### config.mk
export PLATFORM = sky130hd
export DESIGN_NAME = vga_sink
export DESIGN_NICKNAME = d
export VERILOG_FILES = /design/src/rtl/vga_sink.sv
export SDC_FILE = /design/constraint.sdc
export NUM_CORES = 1
export LEC_CHECK = 0
export ABC_AREA = 0
export BUFFER_PORTS_ARGS = -buffer_cell sky130_fd_sc_hd__buf_2
export CORE_UTILIZATION = 45
export CTS_CLUSTER_SIZE = 12
export DETAILED_ROUTE_END_ITERATION = 10
export PLACE_DENSITY = 0.67
export SYNTH_ARGS = -nofsm -noshare
export SYNTH_HDL_FRONTEND = slang
export SYNTH_SLANG_ARGS = --single-unit
### constraint.sdc
create_clock -name clk_i -period 7.1 [get_ports clk_i]
set_input_delay 0 -clock clk_i [delete_from_list [all_inputs] [get_ports clk_i]]
set_output_delay 0 -clock clk_i [all_outputs]
set_load 0.02 [all_outputs]
### src/rtl/vga_sink.sv
// vga_sink: VGA timing receiver and frame capture.
// Recovers line/frame position from hsync/vsync sampled on pix_en, locks to
// the frame timing, emits captured active-area pixels with coordinates, and
// counts malformed lines/frames.
// Optional feature: define VGA_SINK_CRC_EN to build the per-frame checksum;
// without it frame_crc_o is tied to zero.
module vga_sink #(
    parameter int H_ACTIVE = 640,
    parameter int H_SYNC   = 96,
    parameter int H_BP     = 48,
    parameter int H_TOTAL  = 800,
    parameter int V_ACTIVE = 480,
    parameter int V_SYNC   = 2,
    parameter int V_BP     = 33,
    parameter int V_TOTAL  = 525,
    parameter bit SYNC_LOW = 1'b1
) (
    input  logic        clk_i,
    input  logic        rst_i,
    input  logic        pix_en_i,
    input  logic        hsync_i,
    input  logic        vsync_i,
    input  logic [11:0] rgb_i,
    output logic        locked_o,
    output logic        pix_valid_o,
    output logic [11:0] x_o,
    output logic [11:0] y_o,
    output logic [11:0] pixel_o,
    output logic        frame_done_o,
    output logic [15:0] frame_crc_o,
    output logic [7:0]  line_err_o,
    output logic [7:0]  frame_err_o
);

    typedef enum logic [1:0] {SEARCH, ALIGN, LOCKED} state_t;

    localparam logic [11:0] H_A0   = 12'(H_SYNC + H_BP);
    localparam logic [11:0] H_A1   = 12'(H_SYNC + H_BP + H_ACTIVE);
    localparam logic [11:0] V_A0   = 12'(V_SYNC + V_BP);
    localparam logic [11:0] V_A1   = 12'(V_SYNC + V_BP + V_ACTIVE);
    localparam logic [11:0] H_LAST = 12'(H_TOTAL - 1);
    localparam logic [11:0] V_LAST = 12'(V_TOTAL - 1);

    state_t      state_q;
    logic [11:0] hcnt_q, hcnt_d;
    logic [11:0] vcnt_q, vcnt_d;
    logic        hs_prev_q, vs_prev_q;
    logic        vs_seen_q, vs_seen_d;
    logic        locked_q, pix_valid_q, frame_done_q;
    logic [11:0] x_q, y_q, pixel_q;
    logic [7:0]  line_err_q, frame_err_q;

    // Sync lines normalised to "asserted = 1"
    logic hs_act, vs_act, hs_edge, vs_edge, reload;
    logic lk, line_ev, frame_bad_ev, frame_ok_ev, active;

    assign hs_act  = SYNC_LOW ? ~hsync_i : hsync_i;
    assign vs_act  = SYNC_LOW ? ~vsync_i : vsync_i;
    assign hs_edge = pix_en_i & hs_act & ~hs_prev_q;
    assign vs_edge = pix_en_i & vs_act & ~vs_prev_q;
    // vcnt restarts on the first hsync edge at or after a vsync edge
    assign reload  = hs_edge & (vs_seen_q | vs_edge);

    // Timing checks only matter while locked; line check wins over frame check
    assign lk           = (state_q == LOCKED);
    assign line_ev      = lk & hs_edge & (hcnt_q != H_LAST);
    assign frame_bad_ev = lk & reload & ~line_ev & (vcnt_q != V_LAST);
    assign frame_ok_ev  = lk & reload & ~line_ev & (vcnt_q == V_LAST);

    // Next horizontal/vertical position for the current sample
    always_comb begin
        hcnt_d    = hcnt_q;
        vcnt_d    = vcnt_q;
        vs_seen_d = vs_seen_q;
        if (pix_en_i) begin
            if (hs_edge)
                hcnt_d = '0;
            else if (hcnt_q != 12'hFFF)
                hcnt_d = hcnt_q + 12'd1;
        end
        if (hs_edge) begin
            vs_seen_d = 1'b0;
            if (reload)
                vcnt_d = '0;
            else if (vcnt_q != 12'hFFF)
                vcnt_d = vcnt_q + 12'd1;
        end else if (vs_edge) begin
            vs_seen_d = 1'b1;
        end
    end

    // The sample's coordinate is the updated counter value; the edge sample
    // itself sits at hcnt 0, which is never active, so state_q suffices here
    assign active = lk & pix_en_i &
                    (hcnt_d >= H_A0) & (hcnt_d < H_A1) &
                    (vcnt_d >= V_A0) & (vcnt_d < V_A1);

    // Alignment FSM, position counters, capture and error counters
    always_ff @(posedge clk_i) begin
        if (rst_i) begin
            state_q      <= SEARCH;
            hcnt_q       <= '0;
            vcnt_q       <= '0;
            hs_prev_q    <= 1'b0;
            vs_prev_q    <= 1'b0;
            vs_seen_q    <= 1'b0;
            locked_q     <= 1'b0;
            pix_valid_q  <= 1'b0;
            frame_done_q <= 1'b0;
            x_q          <= '0;
            y_q          <= '0;
            pixel_q      <= '0;
            line_err_q   <= '0;
            frame_err_q  <= '0;
        end else begin
            hcnt_q       <= hcnt_d;
            vcnt_q       <= vcnt_d;
            vs_seen_q    <= vs_seen_d;
            if (pix_en_i) begin
                hs_prev_q <= hs_act;
                vs_prev_q <= vs_act;
            end
            pix_valid_q  <= active;
            frame_done_q <= 1'b0;
            if (active) begin
                x_q     <= hcnt_d - H_A0;
                y_q     <= vcnt_d - V_A0;
                pixel_q <= rgb_i;
            end
            case (state_q)
                SEARCH: begin
                    // vsync and hsync edges together already mark line 0
                    if (vs_edge) begin
                        state_q  <= reload ? LOCKED : ALIGN;
                        locked_q <= reload;
                    end
                end
                ALIGN: begin
                    if (reload) begin
                        state_q  <= LOCKED;
                        locked_q <= 1'b1;
                    end
                end
                LOCKED: begin
                    if (line_ev) begin
                        state_q  <= SEARCH;
                        locked_q <= 1'b0;
                        if (line_err_q != 8'hFF) line_err_q <= line_err_q + 8'd1;
                    end else if (frame_bad_ev) begin
                        state_q  <= SEARCH;
                        locked_q <= 1'b0;
                        if (frame_err_q != 8'hFF) frame_err_q <= frame_err_q + 8'd1;
                    end else if (frame_ok_ev) begin
                        frame_done_q <= 1'b1;
                    end
                end
                default: begin
                    state_q  <= SEARCH;
                    locked_q <= 1'b0;
                end
            endcase
        end
    end

`ifdef VGA_SINK_CRC_EN
    logic [15:0] sum_q, crc_q;

    // Running rotate/XOR checksum; latched and restarted at each good frame end
    always_ff @(posedge clk_i) begin
        if (rst_i) begin
            sum_q <= '0;
            crc_q <= '0;
        end else if (line_ev | frame_bad_ev) begin
            sum_q <= '0;
        end else if (frame_ok_ev) begin
            crc_q <= sum_q;
            sum_q <= '0;
        end else if (active) begin
            sum_q <= {sum_q[14:0], sum_q[15]} ^ {4'b0, rgb_i};
        end
    end

    assign frame_crc_o = crc_q;
`else
    assign frame_crc_o = '0;
`endif

    assign locked_o     = locked_q;
    assign pix_valid_o  = pix_valid_q;
    assign x_o          = x_q;
    assign y_o          = y_q;
    assign pixel_o      = pixel_q;
    assign frame_done_o = frame_done_q;
    assign line_err_o   = line_err_q;
    assign frame_err_o  = frame_err_q;

endmodule

==> summary.txt <==
pre-CTS setup slack - 2560 ps
Hold-fix buffers, CTS - 14
post-route minimum period - 4570 ps
routed len/inst - 14.6 µm
H-tree depth - 3
initial antenna violation count - 0
total global-route track usage - 21.8%
Chip Height - 103 µm
crit start category - flop
setup TNS - 0 ps
Post-DRT Antenna Nets - 0
Max FO, Critical Path - 20
M3 GR Usage - 3.93%
Horiz. Die Dim - 103 µm
Lkg Pwr - 2.25 nW
Via density - 5.55
synthesized area - 0.00456 mm²
DR vias - 4,158
clk_skew - 15.5 ps
CTS tree - yes
Least-Margin Pin Slew - 1080 ps
WHS - 22.3 ps
required time worst endpoint - 7360 ps
synthesis-stage register bit count - 83
Rows - 36
Post-route DRC - 0
clk slew on worst S/H paths - 90 ps
Total Power - 0.000882 W
worst hold path class - primary input to flop
Final nets - 636
Setup WS post-layout - 2530 ps
top cell type's share of synthesized area - 36.5%
leading cell type in the layout, fill and taps excluded - dfxtp_1
Core ar. - 0.00977 mm²
first-pass GRT wire length - 18,000 µm
Final setup viols - 0
critical path class - flop to flop
P per Cell Area - 168 mW/mm²
PortBufs - 71
RSZ-0062 raised after global routing - no
clock latency on the worst-skew pair - 370 ps
DRT Pass-1 Iters - 5
Synth Instances - 538
Clock Tree Buf Depth - 2
Placed Cells - 719
CTS Sinks - 83
asr flop ratio synth - 0%
met1 Use GR - 27.1%
max frequency - 219 MHz
sequential area share after synthesis - 36.5%
Post-CTS Setup Inserts - 0
gpl congestion - 0.922
Hold Violations, Final - 0
Ant. Diodes - 0
most frequent cells in the layout - dfxtp_1, nand2_1, buf_2, nor2_1, mux2i_1
Synth area leader - dfxtp_1
Netlist cell types - 71
post-route insts no fill - 749
Yosys warning count - 0
Starting Density - 46.6%
Final Max Tran Viols - 0
P&R area growth vs syn - 15.3%
Worst EP arrival - 4830 ps
mean post-synth cell area - 8.47 µm²
Rel. slew slack - 27.8%
r2r setup slk - 2530 ps
total die area - 0.0105 mm²
Tcrit/Tclk final - 64.4%
Root Buffer - clkbuf_8
largest cells by area after synthesis - dfxtp_1, mux2i_1, nand2_1
num ports - 88
CTS buffer count - 9
crit path capture type - flop
DRT iter0 DRCs - 244
Most used DFF post-synth - dfxtp_1
met2 Use GR - 36.6%
fraction of layout cells with a size suffix above 1 - 18.0%
vias in the first global route - 3,890
GR Overflow Total - 0
post_cts resized - 0
Most Crowded Layer GR - met2
largest net degree at the start of global routing - 61
EDFF count, synth - 0
outcome - complete, no violations
HPWL after DPL - 7720 µm
worst vdd ir - 0.0981 mV
max cap viols - 0
total wire length - 11,000 µm
-- Yosys cell counts, drive strengths merged, types with 12 or more instances --
cell type / number
o21ai: 17
a21oi: 16
nand3: 15
clkbuf: 17
nor3: 12
and3: 12
xor2: 12
mux2i: 35
dfxtp: 83
nand2: 72
nor2: 61
buf: 26
nand4: 20
-- through the flow --
| stage | area [µm²] | util (%) |
|---|---|---|
| after floorplan | 4610 | - |
| after global placement | 4910 | 50.3 |
| after detailed placement | 4910 | 50.3 |
| after CTS | 5250 | 53.8 |
| after global routing | 5250 | 53.8 |
| final | 5250 | 53.8 |
-- flip-flops by register name (all words and copies together), names as in the netlist --
signal / count
hcnt_q: 12
pixel_o: 12
vcnt_q: 12
x_o: 12
y_o: 12
frame_err_o: 8
line_err_o: 8
state_q: 2
frame_done_o: 1
hs_prev_q: 1
pix_valid_o: 1
vs_prev_q: 1
vs_seen_q: 1
-- worst max-delay path: stages (launching register included) --
cell and delay (ps):
dfxtp_1 370, or3b_1 680, nor2_1 760, nor2_1 150
ha_1 290, or4_1 630, a22oi_1 330, a2111o_1 830
mux2_2 410
-- cells by family (layout without fill, tap and decap cells) --
family | count (synthesis) | in the layout | synth area share, %
AND/OR/NAND/NOR | 242 | 242 | 26.6
AO/OA/AOI/OAI | 92 | 92 | 15.4
flip-flops | 83 | 83 | 36.5
buffers and inverters | 52 | 115 | 6.40
multiplexers | 41 | 41 | 9.26
XOR/XNOR | 19 | 19 | 3.65
adder cells (fa/ha/maj) | 8 | 8 | 2.20
other | 1 | 16 | 0.0823
-- area by class of cell --
type	count	area, µm²
Clock inverter	7	76.3
Inverter	9	33.8
Tap cell	133	166
Timing Repair Buffer	90	533
Sequential cell	83	1660
Multi-Input combinational cell	418	2660
Clock buffer	9	124
Fill cell	952	4520
-- metal layers --
layer  vias to the layer above  part of all wire [%]
met5                         -                     0
met4                         0                   2.2
met3                        20                   4.9
met2                       126                    48
met1                      1950                    45
li1                       2062                     -
-- power by group --
group	switching, W	total [W]	internal, W
combinational	0.0000409	0.0000626	0.0000216
clock	0.000183	0.000347	0.000164
sequential	0.00000370	0.000472	0.000468
-- path summary, 6_finish.rpt --
kind,depth (start not counted),start,endpoint
setup / recovery,8,hs_prev_q,x_o[2]
hold / removal,2,pix_en_i,hs_prev_q
setup reg to reg,8,hs_prev_q,x_o[2]
hold reg to reg,2,pixel_o[1],pixel_o[1]
(Power assumes the default switching activity.)
